File: src/rtl/wb_select_stage_pkg.sv
// Shared writeback-select definitions: bus width, source indices,
// and the select-stage FSM state encoding.
package wb_select_stage_pkg;

  localparam int XLEN     = 32;
  localparam int NSRC_DEF = 4;

  localparam int SRC_ALU = 0;
  localparam int SRC_MEM = 1;
  localparam int SRC_PC4 = 2;
  localparam int SRC_IMM = 3;

  typedef enum logic {
    IDLE     = 1'b0,
    WAIT_MEM = 1'b1
  } wb_state_e;

endpackage

File: src/rtl/wb_src_mux.sv
// NSRC-way combinational slice select; out-of-range sel yields 0.
// Ports: sel, packed in_data in; out_data slice and sel_ok out.
module wb_src_mux #(
  parameter int WIDTH = 32,
  parameter int NSRC  = 4,
  parameter int SELW  = 2
) (
  input  logic [SELW-1:0]       sel,
  input  logic [NSRC*WIDTH-1:0] in_data,
  output logic [WIDTH-1:0]      out_data,
  output logic                  sel_ok
);

  always_comb begin
    out_data = '0;
    sel_ok   = 1'b0;
    for (int k = 0; k < NSRC; k++) begin
      if (int'(sel) == k) begin
        out_data = in_data[k*WIDTH +: WIDTH];
        sel_ok   = 1'b1;
      end
    end
  end

endmodule

File: src/rtl/wb_select_stage.sv
// Registered writeback-source select with memory-ready stall/timeout.
// Ports: clk, rst, in_valid, sel, in_data, mem_rdy in; stall, out_* out.
module wb_select_stage
  import wb_select_stage_pkg::*;
#(
  parameter  int WIDTH   = XLEN,
  parameter  int NSRC    = NSRC_DEF,
  parameter  int MEM_SRC = SRC_MEM,
  parameter  int TIMEOUT = 15,
  localparam int SELW    = $clog2(NSRC)
) (
  input  logic                  clk,
  input  logic                  rst,
  input  logic                  in_valid,
  input  logic [SELW-1:0]       sel,
  input  logic [NSRC*WIDTH-1:0] in_data,
  input  logic                  mem_rdy,
  output logic                  stall,
  output logic                  out_valid,
  output logic [WIDTH-1:0]      out_data,
  output logic                  sel_err,
  output logic                  mem_timeout
);

  localparam int CW = $clog2(TIMEOUT + 1);
  localparam logic [SELW-1:0] MEM_SEL = SELW'(MEM_SRC);
  localparam logic [CW-1:0]   TO_CNT  = CW'(TIMEOUT);

  wb_state_e        state;
  logic [CW-1:0]    cnt;
  logic [SELW-1:0]  mux_sel;
  logic [WIDTH-1:0] mux_data;
  logic             sel_ok;
  logic             is_mem;

  // While waiting, the held sel is ignored and the memory slice is forced.
  assign mux_sel = (state == WAIT_MEM) ? MEM_SEL : sel;
  assign is_mem  = (sel == MEM_SEL);

  assign stall = (state == WAIT_MEM) ||
                 (in_valid && is_mem && !mem_rdy);

  wb_src_mux #(
    .WIDTH (WIDTH),
    .NSRC  (NSRC),
    .SELW  (SELW)
  ) u_mux (
    .sel      (mux_sel),
    .in_data  (in_data),
    .out_data (mux_data),
    .sel_ok   (sel_ok)
  );

  always_ff @(posedge clk) begin
    if (rst) begin
      state       <= IDLE;
      cnt         <= '0;
      out_valid   <= 1'b0;
      out_data    <= '0;
      sel_err     <= 1'b0;
      mem_timeout <= 1'b0;
    end else begin
      out_valid   <= 1'b0;
      sel_err     <= 1'b0;
      mem_timeout <= 1'b0;
      unique case (state)
        IDLE: begin
          if (in_valid) begin
            if (!sel_ok) begin
              out_valid <= 1'b1;
              out_data  <= '0;
              sel_err   <= 1'b1;
            end else if (is_mem && !mem_rdy) begin
              state <= WAIT_MEM;
              cnt   <= CW'(1);
            end else begin
              out_valid <= 1'b1;
              out_data  <= mux_data;
            end
          end
        end
        WAIT_MEM: begin
          // mem_rdy takes priority over an expiring wait
          if (mem_rdy) begin
            out_valid <= 1'b1;
            out_data  <= mux_data;
            state     <= IDLE;
            cnt       <= '0;
          end else if (cnt == TO_CNT) begin
            out_valid   <= 1'b1;
            out_data    <= '0;
            mem_timeout <= 1'b1;
            state       <= IDLE;
            cnt         <= '0;
          end else begin
            cnt <= cnt + 1'b1;
          end
        end
        default: state <= IDLE;
      endcase
    end
  end

endmodule

File: config.mk
export PLATFORM = sky130hd
export DESIGN_NAME = wb_select_stage
export DESIGN_NICKNAME = d
export VERILOG_FILES = /design/src/rtl/wb_select_stage_pkg.sv /design/src/rtl/wb_src_mux.sv /design/src/rtl/wb_select_stage.sv
export SDC_FILE = /design/constraint.sdc
export NUM_CORES = 1
export LEC_CHECK = 0
export CAP_MARGIN = 15
export CORE_MARGIN = 3
export CORE_UTILIZATION = 39
export DETAILED_ROUTE_END_ITERATION = 6
export PLACE_DENSITY = 0.86
export RECOVER_POWER = 25
export SLEW_MARGIN = 10
export SYNTH_ARGS = -nofsm -noshare
export SYNTH_HDL_FRONTEND = slang
export SYNTH_SLANG_ARGS = --single-unit
File: constraint.sdc
create_clock -name clk -period 4.4 [get_ports clk]
set_input_delay 0.88 -clock clk [delete_from_list [all_inputs] [get_ports clk]]
set_output_delay 0.88 -clock clk [all_outputs]
set_load 0.005 [all_outputs]
=== After elaboration in Yosys (flattened, before gate mapping) ===
Cells that the tools add are included.

* Output and inout port bits: 36
* Logic and storage cells: 63
* Register bits after elaboration: 40
* Input bits: 134

* Add/subtract/negate cells: 1
* Reduce and logical (&&, ||, !) cells: 10
* Muxes and demuxes: 34
* Equality and inequality tests: 10
* Bitwise logic cells: 2

{| class="wikitable"
|+ Operator list
! cell !! number
|-
| $mux W32 || 9
|-
| $pmux W32 S2 || 1
|-
| $mux W4 || 5
|-
| $mux W1 || 15
|-
| $pmux W4 S2 || 1
|-
| $ne A2 B2 Y1 const B || 3
|-
| $reduce_and A3 Y1 || 2
|-
| $reduce_or A3 Y1 || 2
|-
| $add A4 B1 Y4 const B || 1
|-
| $eq A2 B1 Y1 const B || 2
|-
| $eq A2 B2 Y1 const B || 2
|-
| $eq A4 B4 Y1 const B || 1
|-
| $pmux W1 S2 || 2
|-
| $logic_and A1 B1 Y1 || 3
|-
| $ne A3 B2 Y1 const B || 1
|-
| $ne A3 B3 Y1 const B || 1
|-
| $logic_not A2 Y1 || 1
|-
| $mux W2 || 1
|-
| $not A1 Y1 || 2
|-
| $logic_not A1 Y1 || 1
|-
| $logic_or A1 B1 Y1 || 1
|}

=== Logic depth before layout (Yosys ltp) ===
Gate-level depths: netlist of run 1.

* Word-level depth: 10
* Gate-level depth with buffers: 7
* Gate-level depth less buffers: 5

=== Modules after synthesis ===
Synthesis of run 1 repeated with hierarchy kept, for this count alone.

* Cell total of the unflattened synthesis: 227
* Area total of the unflattened synthesis: 2763.9 µm²

{| class="wikitable"
|+ By module, submodules not included
! module !! sequential area each (µm²) !! area an instance (µm²) !! times used !! cells an instance
|-
| wb_select_stage || 800.8 || 1938.1 || 1 || 186
|-
| wb_src_mux || 0.0 || 825.8 || 1 || 41
|}

=== Least setup slack after synthesis of run 1 ===
Ideal clock, no wire load.

* Path type: in2out
* Start point: input sel[1]
* End point: output stall
* Data required time: 3.520 ns
* Slack: 2.059 ns
* Stages on the path: 3
* Arrival: 1.461 ns
* Path buffers: 1
* Cells stage by stage: buf_4 -> nor3b_2 -> a21o_1

* Word-level cells in the longest chain between the ends: 4

{| class="wikitable"
|+ Ends and longest elaborated chain
! item !! RTL line !! source
|-
| start, declared || wb_select_stage.sv:15 || <nowiki>input logic [SELW-1:0] sel,</nowiki>
|-
| $eq A2 B1 Y1 || wb_select_stage.sv:38 || <nowiki>assign is_mem = (sel == MEM_SEL);</nowiki>
|-
| $logic_and A1 B1 Y1 (2 in a row) || wb_select_stage.sv:41 || <nowiki>(in_valid && is_mem && !mem_rdy);</nowiki>
|-
| $logic_or A1 B1 Y1 || wb_select_stage.sv:40 || <nowiki>assign stall = (state == WAIT_MEM) ||</nowiki>
|-
| end, declared || wb_select_stage.sv:18 || <nowiki>output logic stall,</nowiki>
|}

No other way between the ends.

=== Worst setup path in the final report of run 1 ===
* Start point: input mem_rdy
* End point: output stall

* Word-level cells in the longest chain between the ends: 3

{| class="wikitable"
|+ Ends and longest elaborated chain
! item !! RTL line !! source
|-
| start, declared || wb_select_stage.sv:17 || <nowiki>input logic mem_rdy,</nowiki>
|-
| $logic_not A1 Y1 || wb_select_stage.sv:41 ||
|-
| $logic_and A1 B1 Y1 || wb_select_stage.sv:41 ||
|-
| $logic_or A1 B1 Y1 || wb_select_stage.sv:40 ||
|}

No other way between the ends.

==> impl_metrics.tcl, run 1 <==
set metrics [dict create \
    gr-usage-all-layers_pct 23.31 \
    final-max-slew-violation-count 0 \
    timing.final.crit_share_pct 81.04 \
    clk_path_buf_depth 2 \
    syn-mean-instance-area_sq_um 9.758 \
    total_drc_errors_in_the_routed_layout 0 \
    num-nets-final 554 \
    synth_top_flop_cell "dfxtp_1" \
    irDropWorstVdd_mv 0.1994 \
    numClockSinks 40 \
    fin_crit_ns 3.566 \
    r2r_setup_slack_ns 2.36 \
    path_cells "dlygate4sd3_1, nor3b_1, a21o_1, clkdlybuf4s50_1" \
    distinct_cell_type_count_of_the_synthesized_netlist 33 \
    path_depth_of_the_worst_reg2reg_path 6 \
    endpoint_kind "output pin" \
    worstReg2RegStart "cnt[0]$_SDFFE_PP0P_" \
    die_area_sq_um 7617 \
    post_synth_xor_area_fraction_pct 0 \
    worstMarginPinSlew_ns 0.7092 \
    grt_max_degree 46 \
    ys_seq_area_share_pct 31.08 \
    synth_largest_area_cell "dfxtp_1" \
    place_area_sq_um 4274 \
    rsz_0062_raised_after_global_routing "false" \
    synth.cell_area_sq_um 2576 \
    crit-reg2reg-capture "out_data[23]$_SDFFE_PP0P_" \
    crit_path_max_incr_delay_ns 0.63 \
    startpoint "mem_rdy" \
    power_per_cell_area_nw_per_um2 237.1 \
    hold_depth 1 \
    first_pass_iters 4 \
    antenna_found_initial 0 \
    postRouteAntennaNets 0 \
    clock_skew_ns 0.009567 \
    gpl.final_weighted_congestion 0.7887 \
    critPathArrivalTime_ns 2.69 \
    core_area_sq_um 6166 \
    synth-compound-area-share_pct 39.15 \
    final-hold-violation-count 0 \
    critPathMaxFanout 6 \
    fraction_of_final_layout_cells_sized_beyond_drive_strength_1_pct 16.90 \
    route.vias.total 2847 \
    cts_setup_buffers 0 \
    top_count_cell_post_synth "o22ai_1" \
    drt_iter0_markers 118 \
    holdCritPathClass "register to register" \
    setup.worst_path.start_class "input port" \
    fmaxAchievable_mhz 280.4 \
    global_route_wire_length_before_repair_um 14050 \
    cts_hold_repair.buffers 0 \
    avgRoutedWirePerCell_um 18.73 \
    initial_utilization_pct 41.78 \
    synth-edff-count 0 \
    clockRootBuffer "clkbuf_8" \
    synth-warning-count 0 \
    synth.top_cell.area_share_pct 31.08 \
    die-width_um 87.28 \
    postRouteWirelength_um 9269 \
    postSynthRegisterBits 40 \
    clk_pin_slew_ns 0.08 \
    flow.area_growth_from_synthesis_pct 69.50 \
    synth_simple_gate_area_share_pct 8.159 \
    cts.htree.levels 2 \
    rows 28 \
    required_ns 3.52 \
    insertion_delay_ns 0.29 \
    slew-limit-headroom_pct 52.72 \
    outcome "finished, final reports clean" \
    post_synth_fa_ha_maj_area_fraction_pct 0.4857 \
    final_design_area_no_fill_sq_um 4367 \
    die_height_um 87.28 \
    pin_count 170 \
    synth_commonest_cells "43 x o22ai_1, 40 x dfxtp_1, 33 x a22o_1" \
    port_buffers 169 \
    post_cts.resized_instances 0 \
    number_of_global_route_vias_before_repair 2808 \
    synth_top_cells_by_area "dfxtp_1 31%, mux2_2 14%, o32ai_2 12%" \
    cts_tree "built" \
    dp_hpwl_um 6838 \
    crit_type "input port to output pin" \
    main_combinational_cell_family_by_area_after_synthesis "compound AO/OA/AOI/OAI gates" \
    yosys-mux-area-fraction_pct 13.99 \
    setup-violations-final 0 \
    cts_buffers 5 \
    cellLeakagePower_uw 0.001616 \
    net_count_synth 399 \
    max_cap_violations 0 \
    critPathSlowestCell "dlygate4sd3_1" \
    totalNegativeSetupSlack_ns 0 \
    grt_overflow 0 \
    endpoint "stall" \
    asyncSetResetFlopFracSynth_pct 0 \
    cells_after_synthesis 264 \
    drt-vias-per-instance 5.752 \
    diodes 0 \
]
## through the flow
step / total power, uW / util, % / cells / setup WS, ns / hold WS (ns)
after CTS: 1050 / 70.90 / 495 / 1.032 / 0.4887
after global placement: 781.5 / 69.07 / 486 / 1.031 / 0.4521
after detailed placement: 790.6 / 69.32 / 487 / 1.042 / 0.4648
after global routing: 1088 / 70.82 / 495 / 0.7454 / 0.4996
after floorplan: 574.4 / - / 264 / 2.059 / 0.4409
final: 1036 / 70.82 / 495 / 0.8341 / 0.4787
## registers in the layout, summed over array words and instances, names as in the netlist
signal	count
cnt	4
mem_timeout	1
out_data	32
out_valid	1
sel_err	1
state	1
## metal layers
metal  up-vias  GRT usage [%]  share of wire (%)
met5         -              0                  0
met4         0          5.858                1.4
met3        10          5.203                8.7
met2       130          42.05                 51
met1      1342          27.70                 39
li1       1365              -                  -
## worst min path at each step
| stage | from | endpoint | slack (ns) |
|---|---|---|---|
| 2_1_floorplan | cnt[3]$_SDFFE_PP0P_ | cnt[3]$_SDFFE_PP0P_ | 0.44 |
| 3_3_place_gp | cnt[3]$_SDFFE_PP0P_ | cnt[3]$_SDFFE_PP0P_ | 0.45 |
| 3_5_place_dp | out_data[2]$_SDFFE_PP0P_ | out_data[2]$_SDFFE_PP0P_ | 0.46 |
| 4_1_cts | out_data[31]$_SDFFE_PP0P_ | out_data[31]$_SDFFE_PP0P_ | 0.49 |
| 5_1_grt | out_data[16]$_SDFFE_PP0P_ | out_data[16]$_SDFFE_PP0P_ | 0.50 |
| 6_report | out_data[2]$_SDFFE_PP0P_ | out_data[2]$_SDFFE_PP0P_ | 0.48 |
## logic make-up (layout without fill, tap and decap cells)
group,after synthesis,in the layout
buffers and inverters,32,188
AO/OA/AOI/OAI,118,118
other,1,1
flip-flops,40,40
multiplexers,32,32
AND/OR/NAND/NOR,40,40
adder cells (fa/ha/maj),1,1
## cell type report
type | count | area (sq um)
Fill cell | 475 | 1799
Clock buffer | 6 | 82.58
Inverter | 3 | 11.26
Sequential cell | 40 | 800.8
Timing Repair Buffer | 177 | 1767
Clock inverter | 2 | 15.01
Multi-Input combinational cell | 192 | 1597
Tap cell | 75 | 93.84
## report_power, final
| part | leakage, uW | internal [uW] | total [uW] | switching, uW |
|---|---|---|---|---|
| Sequential | 0.000330 | 392 | 409 | 16.5 |
| Combinational | 0.00124 | 233 | 369 | 136 |
| Clock | 0.0000434 | 127 | 258 | 131 |
| Total | 0.00162 | 752 | 1040 | 283 |
## layout by cell type (no fill, tap or decap), drive strengths merged, types with 6 or more instances in the layout
cell type and count:
mux2 32, dfxtp 40, a22o 33, dlygate4sd3 16, o22ai 43, a21oi 13, clkbuf 6, nor2 27
o32ai 21, clkdlybuf4s50 152, buf 9
## critical path, delay by kind of cell
| kind | cells | cell delay (ns) |
|---|---|---|
| buffers and inverters | 2 | 1.17 |
| AND/OR/NAND/NOR | 1 | 0.36 |
| AO/OA/AOI/OAI | 1 | 0.28 |
Power figures use the tool's default switching activity.
==> run 2: changes to the inputs <==
CORE_UTILIZATION = 36   (was 39)
PLACE_DENSITY = 0.81   (was 0.86)
clock period = 3.5 ns   (was 4.4 ns; I/O delays follow)
==> run 2 against run 1 <==
Effect of this change: wire length decreased by 1.8%; core utilization fell by 6.6 points; largest cell class unchanged; final area increased by 0.97%; setup slack worse by 0.44 ns; critical path type unchanged; register-to-register slack got worse by 0.94 ns; highest routed layer unchanged; largest power group unchanged; non-clock buffer count rose by 1; via count rose by 0.67%; power rose by 31%; worst hold slack better by 0.00054 ns; sequential power rose by 26%; clock-buffer cell count fell by 1; clock power is 46% higher.
==> impl_metrics.tcl, run 2 (same netlist as run 1, synthesis figures left out) <==
set metrics [dict create \
    outcome "finished, final reports clean" \
    fin_crit_ns 3.103 \
    avgRoutedWirePerCell_um 17.61 \
    netSwitchingPower_uw 356.1 \
    crit_type "input port to output pin" \
    clockRootBuffer "clkbuf_8" \
    cts_hold_repair.buffers 0 \
    rows 30 \
    slew-limit-headroom_pct 42.10 \
    die-width_um 90.60 \
    cts_setup_buffers 0 \
    cellLeakagePower_uw 0.001631 \
    worstReg2RegStart "cnt[0]$_SDFFE_PP0P_" \
    endpoint_kind "output pin" \
    largest_register_ff_count 32 \
    drt-vias-per-instance 5.544 \
    pin_count 170 \
    flow.area_growth_from_synthesis_pct 71.15 \
    min_delay_worst_endpoint "out_data[5]$_SDFFE_PP0P_" \
    timing.final.crit_share_pct 88.64 \
    irDropWorstVdd_mv 0.1840 \
    seqPwrFrac_pct 37.9 \
    cts.htree.levels 2 \
    finish.cell_count_without_fillers 517 \
    first_pass_iters 4 \
    dp.cells 509 \
    layout_commonest_cell "clkdlybuf4s50_1" \
    clk_path_buf_depth 2 \
    r2r_setup_slack_ns 1.42 \
    sequential_cell_area_sq_um 800.8 \
    number_of_global_route_vias_before_repair 3002 \
    route.vias.total 2866 \
    fmaxAchievable_mhz 322.3 \
    worstHoldStart "out_data[5]$_SDFFE_PP0P_" \
    grt_max_degree 45 \
    most_used_cells_in_the_layout_excluding_fill_and_tap_cells "152 x clkdlybuf4s50_1, 43 x o22ai_1, 40 x dfxtp_1" \
    final.hold.worst_slack_ns 0.4792 \
    initial_utilization_pct 37.50 \
    gpl.final_weighted_congestion 0.7962 \
    rsz_0062_raised_after_global_routing "false" \
    final-hold-violation-count 0 \
    cts_buffers 5 \
    place_area_sq_um 4308 \
    setup-violations-final 0 \
    setup.worst_path.start_class "input port" \
    total_drc_errors_in_the_routed_layout 0 \
    largest_registers "out_data x32, cnt x4" \
    diodes 0 \
    worstMarginPinSlew_ns 0.8685 \
    fill_cells 585 \
    clock_skew_ns 0.01320 \
    multi_input_comb_area_sq_um 1592 \
    clk_pin_slew_ns 0.07 \
    critPathArrivalTime_ns 2.40 \
    hold_depth 1 \
    final-max-slew-violation-count 0 \
    cts_tree "built" \
    largest_register "out_data" \
    core_area_sq_um 6869 \
    grt_overflow 0 \
    drt_iter0_markers 98 \
    gr-usage-all-layers_pct 21.95 \
    insertion_delay_ns 0.29 \
    final_design_area_no_fill_sq_um 4409 \
    num-nets-final 555 \
    critPathMaxFanout 6 \
    power_per_cell_area_nw_per_um2 307.3 \
    p_int_uw 998.7 \
    die_height_um 90.60 \
    required_ns 2.80 \
    path_depth_of_the_worst_reg2reg_path 6 \
    totalNegativeSetupSlack_ns 0 \
    power.share.switching_pct 26.28 \
    max_cap_violations 0 \
    global_route_wire_length_before_repair_um 14830 \
    dp_hpwl_um 6732 \
    antenna_found_initial 0 \
    relative_contribution_of_combinational_cells_to_total_power_pct 34.2 \
    postRouteAntennaNets 0 \
    post_cts.resized_instances 0 \
    die_area_sq_um 8207 \
    port_buffers 169 \
    holdCritPathClass "register to register" \
    fraction_of_final_layout_cells_sized_beyond_drive_strength_1_pct 17.10 \
    numClockSinks 40 \
    crit-reg2reg-capture "out_data[26]$_SDFFE_PP0P_" \
    postRouteWirelength_um 9106 \
    share_clk_of_total_power_pct 27.8 \
]
run 2: how the worst max path moves through the flow:
stage                        from     to  slack, ns  depth (start not counted)
after floorplan            sel[1]  stall       1.52                          3
after global placement    mem_rdy  stall       0.53                          4
after detailed placement  mem_rdy  stall       0.53                          4
after CTS                 mem_rdy  stall       0.52                          4
after global routing      mem_rdy  stall       0.29                          4
final                     mem_rdy  stall       0.40                          4
run 2: through the flow:
stage / total power, uW / utilization (%) / setup slack, ns
global route: 1426 / 64.19 / 0.2903
finish: 1355 / 64.19 / 0.3975
global placement: 982.4 / 62.31 / 0.5262
detailed placement: 994.8 / 62.71 / 0.5315
floorplan: 722.0 / - / 1.519
CTS: 1376 / 64.34 / 0.5237
run 2: final cells by class:
type                    count  area share, %
clock buffers               5          1.561
clock inverters             3         0.9648
inverters                   3         0.2554
multi-input cells         192          36.10
flip-flops and latches     40          18.16
well taps                  96          2.724
repair buffers            178          40.24
run 2: worst max-delay path, stage by stage:
cell and delay (ns):
dlygate4sd3_1 0.62, nor3b_1 0.28, a21o_1 0.27, clkdlybuf4s50_1 0.54
run 2: metal layers:
metal	vias to the layer above	GRT usage, %	wire length (um)
met3	10	6.333	752
met2	137	39.04	4544
met5	-	0	0
li1	1361	-	-
met1	1358	25.98	3709
met4	0	4.847	100
run 2: power by group through the flow:
stage	clock network [uW]	logic (uW)	registers [uW]
floorplan	0	197	525
global placement	0	459	524
finish	377	464	514
detailed placement	0	470	525
CTS	388	473	515
global route	408	500	518
==> run 3: changes to the inputs <==
REMOVE_ABC_BUFFERS = 1   (was unset)
==> run 3 against run 2 <==
Effect of this change: setup slack gained 0.039 ns; maximum frequency grew 1.3%; worst hold slack lost 0.0030 ns; core utilization shrank 0.31 points; global-route usage shrank 0.44 points; critical endpoint unchanged; power shrank 4.7%; critical path depth is the same; sequential share of layout area grew 0.088 points; first-iteration DRC count grew 26%; final cell count is the same; final area shrank 0.48%; non-clock buffer count is the same.
==> impl_metrics.tcl, run 3 (same netlist as run 1, synthesis figures left out) <==
set metrics [dict create \
    outcome "finished, final reports clean" \
    dp_hpwl_um 6845 \
    totalNegativeSetupSlack_ns 0 \
    flow.area_growth_from_synthesis_pct 70.33 \
    share_clk_of_total_power_pct 24.4 \
    largest_register "out_data" \
    die_height_um 90.60 \
    max_cap_violations 0 \
    rows 30 \
    global_route_wire_length_before_repair_um 14560 \
    first_pass_iters 4 \
    die-width_um 90.60 \
    power.share.switching_pct 26.54 \
    final-max-slew-violation-count 0 \
    diodes 0 \
    largest_register_ff_count 32 \
    clockRootBuffer "clkbuf_8" \
    cts_buffers 5 \
    avgRoutedWirePerCell_um 17.47 \
    cellLeakagePower_uw 0.001624 \
    netSwitchingPower_uw 342.6 \
    die_area_sq_um 8207 \
    endpoint_kind "output pin" \
    drt_iter0_markers 123 \
    fill_cells 590 \
    cts_setup_buffers 0 \
    power_per_cell_area_nw_per_um2 294.1 \
    rsz_0062_raised_after_global_routing "false" \
    most_used_cells_in_the_layout_excluding_fill_and_tap_cells "152 x clkdlybuf4s50_1, 43 x o22ai_1, 40 x dfxtp_1" \
    setup-violations-final 0 \
    core_area_sq_um 6869 \
    gpl.final_weighted_congestion 0.7362 \
    insertion_delay_ns 0.29 \
    cts.htree.levels 2 \
    cts_tree "built" \
    fmaxAchievable_mhz 326.5 \
    total_drc_errors_in_the_routed_layout 0 \
    post_cts.resized_instances 0 \
    route.vias.total 2884 \
    gr-usage-all-layers_pct 21.51 \
    fraction_of_final_layout_cells_sized_beyond_drive_strength_1_pct 16.63 \
    largest_registers "out_data x32, cnt x4" \
    postRouteAntennaNets 0 \
    timing.final.crit_share_pct 87.52 \
    pin_count 170 \
    seqPwrFrac_pct 39.8 \
    clk_pin_slew_ns 0.07 \
    num-nets-final 555 \
    grt_max_degree 35 \
    numClockSinks 40 \
    setup.worst_path.start_class "input port" \
    grt_overflow 0 \
    irDropWorstVdd_mv 0.1418 \
    clock_skew_ns 0.004509 \
    crit_type "input port to output pin" \
    holdCritPathClass "register to register" \
    p_int_uw 948.0 \
    slew-limit-headroom_pct 42.37 \
    final-hold-violation-count 0 \
    clk_path_buf_depth 2 \
    postRouteWirelength_um 9030 \
    initial_utilization_pct 37.50 \
    fin_crit_ns 3.063 \
    port_buffers 169 \
    drt-vias-per-instance 5.578 \
    required_ns 2.80 \
    layout_commonest_cell "clkdlybuf4s50_1" \
    number_of_global_route_vias_before_repair 2958 \
    critPathMaxFanout 6 \
    antenna_found_initial 0 \
    final.hold.worst_slack_ns 0.4762 \
    critPathArrivalTime_ns 2.36 \
    relative_contribution_of_combinational_cells_to_total_power_pct 35.8 \
    cts_hold_repair.buffers 0 \
    worstMarginPinSlew_ns 0.8645 \
]
run 3: changes by cell type in the layout (fill, tap and decap cells not counted):
cell	delta
bufinv_16	-1
clkbuf_1	+2
clkbuf_8	+1
clkinv_2	-1
clkinvlp_4	-1
run 3: power by group through the flow:
| stage | sequential (uW) | clock [uW] | combinational, uW |
|---|---|---|---|
| final | 514 | 314 | 462 |
| after global routing | 518 | 346 | 496 |
| after CTS | 515 | 327 | 472 |
| after detailed placement | 524 | 0 | 470 |
| after global placement | 523 | 0 | 456 |
| after floorplan | 526 | 0 | 165 |
run 3: worst paths after layout:
path                                     startpoint  cells past startpoint                        to  slack [ns]
worst min-delay path            cnt[3]$_SDFFE_PP0P_                      1       cnt[3]$_SDFFE_PP0P_        0.48
worst max-delay path                        mem_rdy                      4                     stall        0.44
worst max register to register  cnt[0]$_SDFFE_PP0P_                      6  out_data[0]$_SDFFE_PP0P_        1.40
worst min register to register  cnt[3]$_SDFFE_PP0P_                      1       cnt[3]$_SDFFE_PP0P_        0.48
run 3: final cells by class:
cell class	instances	area (sq um)	area share, %
flip-flops and latches	40	800.8	18.25
well taps	96	120.1	2.737
clock buffers	8	90.09	2.053
multi-input cells	192	1592	36.27
inverters	3	11.26	0.2566
repair buffers	178	1774	40.43
run 3: stage by stage:
step,setup slack (ns),power (uW),utilization [%],cells,instance area (sq um)
after floorplan,0.5566,690.9,-,235,2407
after global placement,0.5400,979.1,62.31,508,4280
after detailed placement,0.5161,994.4,62.71,509,4308
after CTS,0.5068,1314,64.03,517,4398
after global routing,0.3589,1361,63.88,517,4388
final,0.4368,1291,63.88,517,4388
run 3: metal layers:
layer  global-route usage (%)  vias up  wire length, um
met2                    38.85      127             4619
met3                    6.833       12              787
met1                    24.30     1380             3505
met5                        0        -                0
li1                         -     1365                -
met4                    5.485        0              117
run 3: critical path, stage by stage:
cell and delay [ns]:
clkdlybuf4s50_1 0.51, nor3b_1 0.32, a21o_1 0.27, clkdlybuf4s50_1 0.56
